===== config.mk =====
export PLATFORM = sky130hd
export DESIGN_NAME = vga_timing_gen
export DESIGN_NICKNAME = d
export VERILOG_FILES = /design/src/rtl/vga_timing_gen.sv
export SDC_FILE = /design/constraint.sdc
export NUM_CORES = 1
export LEC_CHECK = 0
export ABC_CLOCK_PERIOD_IN_PS = 2000
export CORE_MARGIN = 1.5
export CORE_UTILIZATION = 45
export DETAILED_ROUTE_END_ITERATION = 10
export PLACE_DENSITY = 0.85
export RECOVER_POWER = 100
export SLEW_MARGIN = 20
export SYNTH_ARGS = -nofsm -noshare
export SYNTH_HDL_FRONTEND = slang
export SYNTH_SLANG_ARGS = --single-unit

===== constraint.sdc =====
create_clock -name clk -period 2 [get_ports clk]
set_clock_uncertainty 0.2 [all_clocks]
set_input_delay 0.4 -clock clk [delete_from_list [all_inputs] [get_ports clk]]
set_output_delay 0.4 -clock clk [all_outputs]
set_load 0.02 [all_outputs]

===== src/rtl/vga_timing_gen.sv =====
// vga_timing_gen: raster timing producer (hsync, vsync, hpos, vpos, visible,
// line/frame strobes, frame counter). Every output is driven from a flop.
// Optional build macro VGA_TIMING_CE_EN adds a pix_ce advance-enable input.
module vga_timing_gen #(
  parameter int H_DISPLAY = 640,
  parameter int H_FRONT   = 16,
  parameter int H_SYNC    = 96,
  parameter int H_BACK    = 48,
  parameter int V_DISPLAY = 480,
  parameter int V_FRONT   = 10,
  parameter int V_SYNC    = 2,
  parameter int V_BACK    = 33,
  parameter int HSYNC_POL = 0,
  parameter int VSYNC_POL = 0
) (
  input  logic       clk,
  input  logic       rst,
`ifdef VGA_TIMING_CE_EN
  input  logic       pix_ce,
`endif
  output logic       hsync,
  output logic       vsync,
  output logic [9:0] hpos,
  output logic [9:0] vpos,
  output logic       visible,
  output logic       line_start,
  output logic       frame_start,
  output logic [9:0] frame_count
);

  localparam int H_TOTAL = H_DISPLAY + H_FRONT + H_SYNC + H_BACK;
  localparam int V_TOTAL = V_DISPLAY + V_FRONT + V_SYNC + V_BACK;

  // Last position of each phase; a phase is left on the edge after its last position.
  localparam logic [9:0] H_ACT_LAST   = 10'(H_DISPLAY - 1);
  localparam logic [9:0] H_FRONT_LAST = 10'(H_DISPLAY + H_FRONT - 1);
  localparam logic [9:0] H_SYNC_LAST  = 10'(H_DISPLAY + H_FRONT + H_SYNC - 1);
  localparam logic [9:0] H_LAST       = 10'(H_TOTAL - 1);
  localparam logic [9:0] V_ACT_LAST   = 10'(V_DISPLAY - 1);
  localparam logic [9:0] V_FRONT_LAST = 10'(V_DISPLAY + V_FRONT - 1);
  localparam logic [9:0] V_SYNC_LAST  = 10'(V_DISPLAY + V_FRONT + V_SYNC - 1);
  localparam logic [9:0] V_LAST       = 10'(V_TOTAL - 1);

  localparam logic HS_ON = (HSYNC_POL != 0);
  localparam logic VS_ON = (VSYNC_POL != 0);

  localparam bit PARAMS_OK = (H_DISPLAY >= 1) && (H_FRONT >= 1) && (H_SYNC >= 1) &&
                             (H_BACK >= 1) && (V_DISPLAY >= 1) && (V_FRONT >= 1) &&
                             (V_SYNC >= 1) && (V_BACK >= 1) &&
                             (H_TOTAL <= 1024) && (V_TOTAL <= 1024);

  typedef enum logic [1:0] {
    PH_ACTIVE,
    PH_FRONT,
    PH_SYNC,
    PH_BACK
  } phase_t;

  logic [9:0] r_hpos;
  logic [9:0] r_vpos;
  logic [9:0] r_frame_count;
  phase_t     r_h_state;
  phase_t     r_v_state;
  logic       r_hsync;
  logic       r_vsync;
  logic       r_visible;
  logic       r_line_start;
  logic       r_frame_start;

  logic       w_adv;
  logic       w_h_wrap;
  logic       w_v_wrap;
  logic [9:0] w_hpos_nxt;
  logic [9:0] w_vpos_nxt;
  phase_t     w_h_state_nxt;
  phase_t     w_v_state_nxt;

`ifdef VGA_TIMING_CE_EN
  assign w_adv = pix_ce;
`else
  assign w_adv = 1'b1;
`endif

  // Next counter values and phase transitions for an advancing edge.
  always_comb begin
    w_h_wrap      = (r_hpos == H_LAST);
    w_v_wrap      = (r_vpos == V_LAST);
    w_hpos_nxt    = w_h_wrap ? '0 : r_hpos + 10'd1;
    w_vpos_nxt    = r_vpos;
    w_h_state_nxt = r_h_state;
    w_v_state_nxt = r_v_state;
    if (w_h_wrap) begin
      w_vpos_nxt = w_v_wrap ? '0 : r_vpos + 10'd1;
    end
    unique case (r_h_state)
      PH_ACTIVE: if (r_hpos == H_ACT_LAST)   w_h_state_nxt = PH_FRONT;
      PH_FRONT:  if (r_hpos == H_FRONT_LAST) w_h_state_nxt = PH_SYNC;
      PH_SYNC:   if (r_hpos == H_SYNC_LAST)  w_h_state_nxt = PH_BACK;
      PH_BACK:   if (w_h_wrap)               w_h_state_nxt = PH_ACTIVE;
      default:                               w_h_state_nxt = PH_BACK;
    endcase
    if (w_h_wrap) begin
      unique case (r_v_state)
        PH_ACTIVE: if (r_vpos == V_ACT_LAST)   w_v_state_nxt = PH_FRONT;
        PH_FRONT:  if (r_vpos == V_FRONT_LAST) w_v_state_nxt = PH_SYNC;
        PH_SYNC:   if (r_vpos == V_SYNC_LAST)  w_v_state_nxt = PH_BACK;
        PH_BACK:   if (w_v_wrap)               w_v_state_nxt = PH_ACTIVE;
        default:                               w_v_state_nxt = PH_BACK;
      endcase
    end
  end

  // Counters, phase FSMs and all outputs; outputs are computed from next state
  // so they land in the same cycle as the position they describe.
  always_ff @(posedge clk) begin
    if (rst) begin
      r_hpos        <= H_LAST;
      r_vpos        <= V_LAST;
      r_h_state     <= PH_BACK;
      r_v_state     <= PH_BACK;
      r_frame_count <= '1;
      r_hsync       <= ~HS_ON;
      r_vsync       <= ~VS_ON;
      r_visible     <= 1'b0;
      r_line_start  <= 1'b0;
      r_frame_start <= 1'b0;
    end else if (w_adv) begin
      r_hpos        <= w_hpos_nxt;
      r_vpos        <= w_vpos_nxt;
      r_h_state     <= w_h_state_nxt;
      r_v_state     <= w_v_state_nxt;
      if (w_h_wrap && w_v_wrap) begin
        r_frame_count <= r_frame_count + 10'd1;
      end
      r_hsync       <= (w_h_state_nxt == PH_SYNC) ? HS_ON : ~HS_ON;
      r_vsync       <= (w_v_state_nxt == PH_SYNC) ? VS_ON : ~VS_ON;
      r_visible     <= (w_h_state_nxt == PH_ACTIVE) && (w_v_state_nxt == PH_ACTIVE);
      r_line_start  <= w_h_wrap;
      r_frame_start <= w_h_wrap && w_v_wrap;
    end else begin
      r_line_start  <= 1'b0;
      r_frame_start <= 1'b0;
    end
  end

  // Parameter legality guard, evaluated in simulation.
  always_ff @(posedge clk) begin
    assert (PARAMS_OK) else $error("vga_timing_gen: illegal timing parameters");
  end

  assign hsync       = r_hsync;
  assign vsync       = r_vsync;
  assign hpos        = r_hpos;
  assign vpos        = r_vpos;
  assign visible     = r_visible;
  assign line_start  = r_line_start;
  assign frame_start = r_frame_start;
  assign frame_count = r_frame_count;

endmodule


* Yosys cells after proc, flatten, opt, wreduce, memory -nomap -nowiden
Index checks and enable logic that the tools add are counted.
Word-level totals: register bits 39, word-level logic and storage cells 52, input bits 2
Operators by class: equal/unequal tests 16, reduce and logical (&&, ||, !) cells 7, mux-type cells 15, add/sub/neg operators 3
Operators with widths (number):
- equality test 10 bit (second input constant) | 5
- adder 10 x 1 -> 10 bit (second input constant) | 3
- equality test 10 x 9 -> 1 bit (second input constant) | 3
- 2-to-1 mux 10 bit | 2
- 2-to-1 mux 2 bit | 9
- case mux 2 bit (4 select lines) | 2
- equality test 2 bit (second input constant) | 6
- logical NOT 2 bit | 4
- equality test 2 x 1 -> 1 bit (second input constant) | 2
- logical AND 1 bit | 2
- 2-to-1 mux 1 bit | 2
- OR reduction 2 bit | 1

* Longest topological paths before layout
Gate-level depths: netlist of run 1.
depth after elaboration 6, mapped depth 8, gate-level depth less buffers 7

* Worst setup path after synthesis of run 1
No wires, ideal clock.
kind register to register, start point register r_vpos[5], in the netlist vpos[5], end point register r_frame_count[6], in the netlist frame_count[6], library setup time 129 ps, stages on the path, launching flop included 7, arrival time 1937 ps, buffers on the path 1, setup slack -266 ps, path through dfxtp_1 -> or3_1 -> or4_1 -> buf_6 -> nor4_2 -> xnor2_1 -> nand2_1
Between the ends: cells in the longest elaborated chain, start to end 2
Ends and longest elaborated chain:
- from (decl) | line 60 | logic [9:0] r_vpos;
- from (signal assigned) | line 129 | r_vpos <= w_vpos_nxt;
- equality test 10 bit | line 87 | w_v_wrap = (r_vpos == V_LAST);
- logical AND 1 bit | line 132 | if (w_h_wrap && w_v_wrap) begin
- to (signal assigned) | line 133 | r_frame_count <= r_frame_count + 10'd1;
- to (decl) | line 61 | logic [9:0] r_frame_count;
No other way between the ends. A chain may end at the register's enable or synchronous reset.

* Worst setup path after layout of run 1
start point register r_vpos[5], in the netlist vpos[5], end point register r_frame_count[8], in the netlist frame_count[8]
Same word-level chain as after synthesis.

==> results of run 1 <==
==> flip-flops by register name (all words and copies together) (netlist names) <==
| register | cells |
|---|---|
| hpos | 10 |
| vpos | 10 |
| line_start | 1 |
| hsync | 1 |
| frame_count | 10 |
| frame_start | 1 |
| vsync | 1 |
| r_h_state | 2 |
| r_v_state | 2 |
| visible | 1 |
==> logic make-up after synthesis <==
kind of cell | Yosys count
AOI/OAI and AO/OA | 22
DFF | 39
xor gates and xnor gates | 22
adders and majority gates | 5
and+or+nand+nor | 100
muxes | 2
buffers and inverters | 16
==> final cells by class <==
type,instances,area [um^2],share of cell area (%)
clock inverters,1,6.26,0.234
clock buffers,7,96.3,3.60
multi-input cells,151,1080,40.3
well taps,48,60.1,2.24
inverters,7,26.3,0.981
flip-flops and latches,39,793,29.6
repair buffers,74,617,23.0
==> placed cells by master, fill, tap and decap left out, types with 5 or more instances in the layout <==
cell type,Yosys,routed
sky130_fd_sc_hd__buf_4,0,35
sky130_fd_sc_hd__dfxtp_1,39,33
sky130_fd_sc_hd__nand2_1,27,27
sky130_fd_sc_hd__clkdlybuf4s50_1,0,20
sky130_fd_sc_hd__xnor2_1,19,18
sky130_fd_sc_hd__nor3_1,15,12
sky130_fd_sc_hd__nand3_1,12,11
sky130_fd_sc_hd__nor2_1,10,10
sky130_fd_sc_hd__clkbuf_1,6,9
sky130_fd_sc_hd__o21ai_0,8,8
sky130_fd_sc_hd__clkbuf_8,0,7
sky130_fd_sc_hd__and3_1,6,6
sky130_fd_sc_hd__inv_1,7,5
sky130_fd_sc_hd__nor4_4,0,5
==> what timing repair did <==
item / 4_1_cts / 5_1_grt
pin swaps: 6 / 11
buffers inserted: 1 / 0
resized for setup: 11 / 21
endpoints found under the setup margin: 21 / 33
gates cloned: 0 / 0
==> through the flow <==
stage / total power [W] / std cells / instance area (um^2) / TNS [ns]
2_1_floorplan: 0.00292 / 206 / 1880 / -0.482
6_report: 0.00485 / 327 / 2680 / -1.38
3_3_place_gp: 0.00392 / 318 / 2540 / -0.913
5_1_grt: 0.00515 / 327 / 2680 / -2.67
4_1_cts: 0.00477 / 327 / 2690 / -0.583
3_5_place_dp: 0.00401 / 318 / 2540 / -1.39
==> final timing paths <==
check / end / slack (ns) / startpoint / cells after the start
hold reg to reg: frame_count[9] / 0.32 / frame_count[9] / 2
setup / recovery: frame_count[8] / -0.13 / vpos[5] / 6
hold / removal: frame_count[9] / 0.32 / frame_count[9] / 2
setup reg to reg: frame_count[8] / -0.13 / vpos[5] / 6
==> critical path, cell delays in order, from the launching register on <==
cell and delay, ns:
sky130_fd_sc_hd__dfxtp_4 0.34, sky130_fd_sc_hd__or3_4 0.39, sky130_fd_sc_hd__or4_4 0.44, sky130_fd_sc_hd__buf_6 0.16, sky130_fd_sc_hd__nor4_4 0.25, sky130_fd_sc_hd__xnor2_1 0.16
sky130_fd_sc_hd__nand2_1 0.07
==> routing by layer <==
layer | GRT usage (%) | vias up
li1 | - | 873
met5 | 0 | -
met3 | 5.24 | 11
met4 | 9.44 | 0
met1 | 28.2 | 840
met2 | 39.3 | 65
==> power by group through the flow <==
stage	registers, W	logic [W]	clock network [W]
floorplan	0.00151	0.00141	0
global placement	0.00124	0.00268	0
detailed placement	0.00124	0.00276	0
CTS	0.00123	0.00294	0.000605
global route	0.00127	0.00325	0.000643
finish	0.00123	0.00302	0.000595
==> summary.log, run 1 <==
[clock_tree] maximum clock path buffer count 2
[floorplanning] die boundary height 66.5 um
[clock_tree] sinks on the clock net 39
[setup_path] type of the worst setup path flop to flop
[yosys] Synth area leader sky130_fd_sc_hd__dfxtp_1
[power_and_ir_drop] Switching Share 43.6%
[place] Final GP Congestion 0.852
[yosys] top flip-flop cell by instance count after synthesis sky130_fd_sc_hd__dfxtp_1
[worst_hold_path] hold crit path type flop to flop
[yosys] mux share of post-synthesis cell area 1.10%
[detailed_routing] max layer used met4
[floorplanning] CORE AREA 3770 um^2
[power_and_ir_drop] combinational power share 62.3%
[finish] area growth from synthesis to layout 47.5%
[setup_path] data required time of the worst path 1.99 ns
[detailed_routing] met3 wire length 265 um
[floorplanning] starting utilization of the core area 48.2%
[setup_path] CP Data Arrival Time 2.12 ns
[finish] total inserted antenna cells 0
[detailed_routing] DRC errors left 0
[power_and_ir_drop] switching power 0.00211 W
[floorplanning] die footprint 4430 um^2
[yosys] mapped cell area 1820 um^2
[sta] min Tclk post-route 2.13 ns
[power_and_ir_drop] highest ir drop seen on vdd 1080 uV
[sta] Max-Slew Margin vs Limit 71.4%
[yosys] basic-gate share of the synthesized area counting and, or, nand and nor cells 30.2%
[sta] Final setup violation count 19
[detailed_routing] first drt pass iteration count 4
[yosys] Async SR Flop Fraction 0%
[detailed_routing] via count normalized by instance count 5.47
[yosys] syn_nets 213
[setup_path] critical path fanouts, max 4
[detailed_routing] sum of met2 wire segment lengths after detailed routing 2350 um
[place] estimated wirelength of the detail-placed design 3380 um
[yosys] cell types occupying the most area after synthesis sky130_fd_sc_hd__dfxtp_1, sky130_fd_sc_hd__xnor2_1, sky130_fd_sc_hd__nand2_1
[finish] count of fill cells added during filler insertion 280
[grt] global-route congestion overflow total 0
[detailed_routing] vias 1789
[setup_path] CP endpoint kind flop
[sta] slew at the pin closest to its max-slew limit 0.423 ns
[floorplanning] number of placement rows 22
[detailed_routing] detailed-route wire length per cell 14.7 um
[sta] final hold violations 0
[detailed_routing] sum of routed wire segments on met1 2070 um
[sta] WHS 0.316 ns
[yosys] distinct cell type count of the synthesized netlist 36
[yosys] largest family of logic cells by synthesized area simple AND/OR/NAND/NOR gates
[detailed_routing] total length of routed wires 4810 um
[detailed_routing] DR iter-0 viols 71
[setup_path] kind of launch point of the worst setup path flop
[clock_tree] cts bufs inserted 5
[grt] maximum number of pins on one net before global-route repair 13
[clock_tree] H-tree lvl count 2
[finish] share of layout cells above drive strength 1 25.1%
[yosys] number of synthesized flops with an enable pin 0
[grt] number of antenna violations at the first check in global routing 0
[sta] RSZ-0062 raised after global routing true
[power_and_ir_drop] Clk network pwr share 12.3%
[run] number of maximum-capacitance violations 0
[power_and_ir_drop] internal power 0.00274 W
[yosys] Gate Count Post-Synth 206
[status] violations in the final reports negative setup slack
[grt] Global Route Usage Sum 23.2%
[floorplanning] Boundary Pins 37
[grt] first-pass GRT wire length 7810 um
[yosys] list of most frequent post-synthesis cells sky130_fd_sc_hd__dfxtp_1, sky130_fd_sc_hd__nand2_1, sky130_fd_sc_hd__xnor2_1, sky130_fd_sc_hd__nor3_1, sky130_fd_sc_hd__nand3_1
[yosys] most frequent cell after synthesis sky130_fd_sc_hd__dfxtp_1
[place] worst setup slack after placement -0.143 ns
[power_and_ir_drop] Static Leakage 1.12 nW
[sta] crit share post-route 106%
[clock_tree] cts-stage hold buffer count 0
[grt] number of global-route vias before repair 1683
[yosys] flops & latches, synth 39
[place] total of buffers placed on input and output ports 36
[yosys] arithmetic-cell share of the synthesized area counting full adders, half adders and majority gates 3.44%
[yosys] compound-gate portion of the synthesized area 7.78%
[clock_tree] Clk Latency, worst-skew pair 0.29 ns
[power_and_ir_drop] Seq pwr share 25.5%
[sta] Peak Freq 0.470 GHz
[finish] # nets final 285
[clock_tree] CTS tree built
[detailed_routing] Detail Route Antenna Nets 0
[clock_tree] Clk pin slew, worst setup/hold paths 0.08 ns
[yosys] mean instance size in the synthesized netlist 8.82 um^2
[floorplanning] die boundary width 66.5 um
[status] result of the run finished with violations
[finish] Finished Core Util 71.0%
[yosys] share of the synthesized area in the top cell type 43.0%
[yosys] portion of the post-synthesis area used by sequential elements 43.0%
[sta] max-slew violation total from the final report 0
[yosys] Warnings, synthesis 0
[sta] smallest setup slack after layout -0.130 ns
[power_and_ir_drop] power density over the cells 1810 nW/um^2
[yosys] Post-Synth XOR/XNOR Area 10.6%
[clock_tree] cell chosen for the clock root sky130_fd_sc_hd__clkbuf_8
(Power assumes the default switching activity.)
==> inputs of run 2 (changes only) <==
ABC_CLOCK_PERIOD_IN_PS = default   (was 2000)
==> results of run 2 <==
Same layout as run 1: the final DEF is identical, and so are final timing and power.
==> inputs of run 3 (changes only) <==
--- a/config.mk
+++ b/config.mk
@@ -8,5 +8,5 @@
 export CORE_MARGIN = 1.5
-export CORE_UTILIZATION = 45
+export CORE_UTILIZATION = 25
 export DETAILED_ROUTE_END_ITERATION = 10
-export PLACE_DENSITY = 0.85
+export PLACE_DENSITY = 0.57
 export RECOVER_POWER = 100
==> constraint.sdc (replaced) <==
create_clock -name clk -period 2 [get_ports clk]
set_clock_uncertainty 0.2 [all_clocks]
set_input_delay 0.6 -clock clk [delete_from_list [all_inputs] [get_ports clk]]
set_output_delay 0.6 -clock clk [all_outputs]
set_load 0.02 [all_outputs]
==> run 3 against run 2 <==
The flow still finishes with violations (negative setup slack). Total power shrank 2.4%. Fmax grew 1.5%. Clock power shrank 11%.
==> summary.log, run 3 (synthesis gave the netlist of run 1 again) <==
[clock_tree] Clk Latency, worst-skew pair 0.29 ns [about the same]
[floorplanning] die boundary height 88.2 um [+33%]
[finish] area growth from synthesis to layout 54.9%
[power_and_ir_drop] Switching Share 44.1% [+0.47 points]
[power_and_ir_drop] highest ir drop seen on vdd 774 uV [-28%]
[setup_path] CP Cell Sequence or3_4 -> or4_4 -> buf_8 -> nor4_4 -> xnor2_1 -> nand2_1
[place] total of buffers placed on input and output ports 36 [unchanged]
[clock_tree] Clk pin slew, worst setup/hold paths 0.08 ns [about the same]
[floorplanning] die footprint 7790 um^2 [+76%]
[run] number of maximum-capacitance violations 0 [unchanged]
[power_and_ir_drop] switching power 0.00208 W [-1.4%]
[finish] total inserted antenna cells 0 [unchanged]
[setup_path] kind of launch point of the worst setup path flop
[sta] post-route setup TNS -0.308 ns [+1.07 ns]
[sta] Peak Freq 0.477 GHz [+1.5%]
[power_and_ir_drop] Static Leakage 1.14 nW [+1.6%]
[power_and_ir_drop] power density over the cells 1680 nW/um^2 [-7.1%]
[detailed_routing] DRC errors left 0 [unchanged]
[detailed_routing] detailed-route wire length per cell 12.5 um [-15%]
[status] result of the run finished with violations
[clock_tree] sinks on the clock net 39 [unchanged]
[setup_path] critical path fanouts, max 5 [+1]
[detailed_routing] vias 1748 [-2.3%]
[sta] smallest setup slack after layout -0.0973 ns [+0.0324 ns]
[sta] slew at the pin closest to its max-slew limit 0.387 ns [-0.0360 ns]
[finish] share of layout cells above drive strength 1 27.2% [+2.2 points]
[sta] crit share post-route 105% [-1.6 points]
[floorplanning] starting utilization of the core area 26.3% [-22 points]
[detailed_routing] Detail Route Antenna Nets 0 [unchanged]
[clock_tree] maximum clock path buffer count 2 [unchanged]
[worst_hold_path] hold crit path type flop to flop
[detailed_routing] DR iter-0 viols 57 [-20%]
[floorplanning] die boundary width 88.2 um [+33%]
[power_and_ir_drop] Clk network pwr share 11.2% [-1.1 points]
[grt] Global Route Usage Sum 13.0% [-10 points]
[grt] met2 Resource Use GR 20.1% [-19 points]
[place] Final GP Congestion 0.815 [-4.4%]
[place] Placed Area 2670 um^2 [+4.8%]
[grt] global-route congestion overflow total 0 [unchanged]
[sta] max-slew violation total from the final report 0 [unchanged]
[clock_tree] cell chosen for the clock root sky130_fd_sc_hd__clkbuf_8
[floorplanning] CORE AREA 6910 um^2 [+83%]
[grt] grt met1 use 17.3% [-11 points]
[clock_tree] H-tree lvl count 2 [unchanged]
[grt] number of antenna violations at the first check in global routing 0 [unchanged]
[place] estimated wirelength of the detail-placed design 3480 um [+3.0%]
[detailed_routing] total length of routed wires 4840 um [+0.64%]
[detailed_routing] first drt pass iteration count 4 [unchanged]
[sta] RSZ-0062 raised after global routing true
[sta] Max-Slew Margin vs Limit 74.2% [+2.7 points]
[floorplanning] Boundary Pins 37 [unchanged]
[setup_path] worst reg-to-reg path cell count 6 [unchanged]
[finish] commonest non-fill, non-tap cell in the layout sky130_fd_sc_hd__dfxtp_1
[finish] top library cells by usage in the layout, fill and taps aside sky130_fd_sc_hd__dfxtp_1, sky130_fd_sc_hd__dlygate4sd2_1, sky130_fd_sc_hd__buf_4
[grt] met3 track demand over resource in global routing 3.73% [-1.5 points]
[setup_path] type of the worst setup path flop to flop
[floorplanning] number of placement rows 30 [+36%]
[sta] final hold violations 0 [unchanged]
[power_and_ir_drop] Seq pwr share 25.4% [about the same]
[setup_path] data required time of the worst path 1.99 ns [about the same]
[setup_path] crit path max-delay cell type sky130_fd_sc_hd__or4_4
[clock_tree] cts bufs inserted 5 [unchanged]
[finish] Finished Core Util 40.7% [-30 points]
[setup_path] RR Startpoint vpos[5]
[sta] Final setup violation count 6 [-13]
[setup_path] launching element of the worst setup path vpos[5]
[finish] cell area after layout 2810 um^2 [+5.0%]
[finish] count of fill cells added during filler insertion 740 [+160%]
[power_and_ir_drop] sum of internal, switching and leakage power 0.00473 W [-2.4%]
[setup_path] CP Data Arrival Time 2.09 ns [-0.03 ns]
[clock_tree] CTS tree built
[detailed_routing] via count normalized by instance count 4.53 [-17%]
[grt] number of global-route vias before repair 1636 [-2.8%]
[finish] final instance count without filler cells 386 [+18%]
[grt] maximum number of pins on one net before global-route repair 13 [unchanged]
[worst_hold_path] Worst Hold Depth 2 [unchanged]
[place] number of instances in the placed design 376 [+18%]
[power_and_ir_drop] internal power 0.00265 W [-3.2%]
[setup_path] highest cell delay on the worst timing path 0.44 ns [about the same]
[finish] # nets final 296 [+3.9%]
[grt] first-pass GRT wire length 7780 um [-0.44%]
[status] violations in the final reports negative setup slack
[setup_path] CP endpoint kind flop
[sta] min Tclk post-route 2.10 ns [-0.0324 ns]
[grt] most heavily used metal layer in global routing met2
[worst_hold_path] Min-Delay Startpoint frame_count[9]
[power_and_ir_drop] combinational power share 63.4% [+1.1 points]
[run 3: metrics by stage]
step	setup slack (ns)	hold slack, ns
after floorplan	-0.0867	0.306
after global placement	-0.149	0.285
after detailed placement	-0.131	0.288
after CTS	-0.0915	0.293
after global routing	-0.159	0.308
final	-0.0973	0.286
[run 3: what timing repair did]
item / in CTS / in global routing
pin swaps: 7 / 14
cloned: 1 / 0
setup buffers: 0 / 2
endpoints found under the setup margin: 55 / 21
hold buffers: 0 / 0
resized for setup: 44 / 23
[run 3: area by class of cell]
type                            count  area [um^2]  area share, %
Sequential cell                    39          790           28.1
Tap cell                           96          120           4.27
Inverter                            7         28.8           1.02
Timing Repair Buffer               85          658           23.4
Multi-Input combinational cell    151         1140           40.4
Clock inverter                      1         5.00          0.178
Clock buffer                        7         76.3           2.71
[run 3: final timing paths]
path,slack (ns),endpoint
worst max-delay path,-0.1,frame_count[9]
worst min-delay path,0.29,frame_count[9]
worst max register to register,-0.1,frame_count[9]
worst min register to register,0.29,frame_count[9]
[run 3: power by group through the flow]
stage	sequential [W]	clock, W	combinational, W
after floorplan	0.00151	0	0.00141
after global placement	0.00122	0	0.00283
after detailed placement	0.00122	0	0.00285
after CTS	0.00120	0.000546	0.00288
after global routing	0.00124	0.000588	0.00325
final	0.00120	0.000531	0.00300
[run 3: worst max-delay path: cells and delay by family (launching register included)]
family,cells,cell delay (ns)
AND/OR/NAND/NOR,4,1.15
flip-flops,1,0.34
buffers and inverters,1,0.16
XOR/XNOR,1,0.15
[run 3: per-layer routing]
metal / vias to the layer above / wire length, um
li1: 882 / -
met1: 825 / 2400
met2: 34 / 2160
met3: 7 / 223
met4: 0 / 58
met5: - / 0
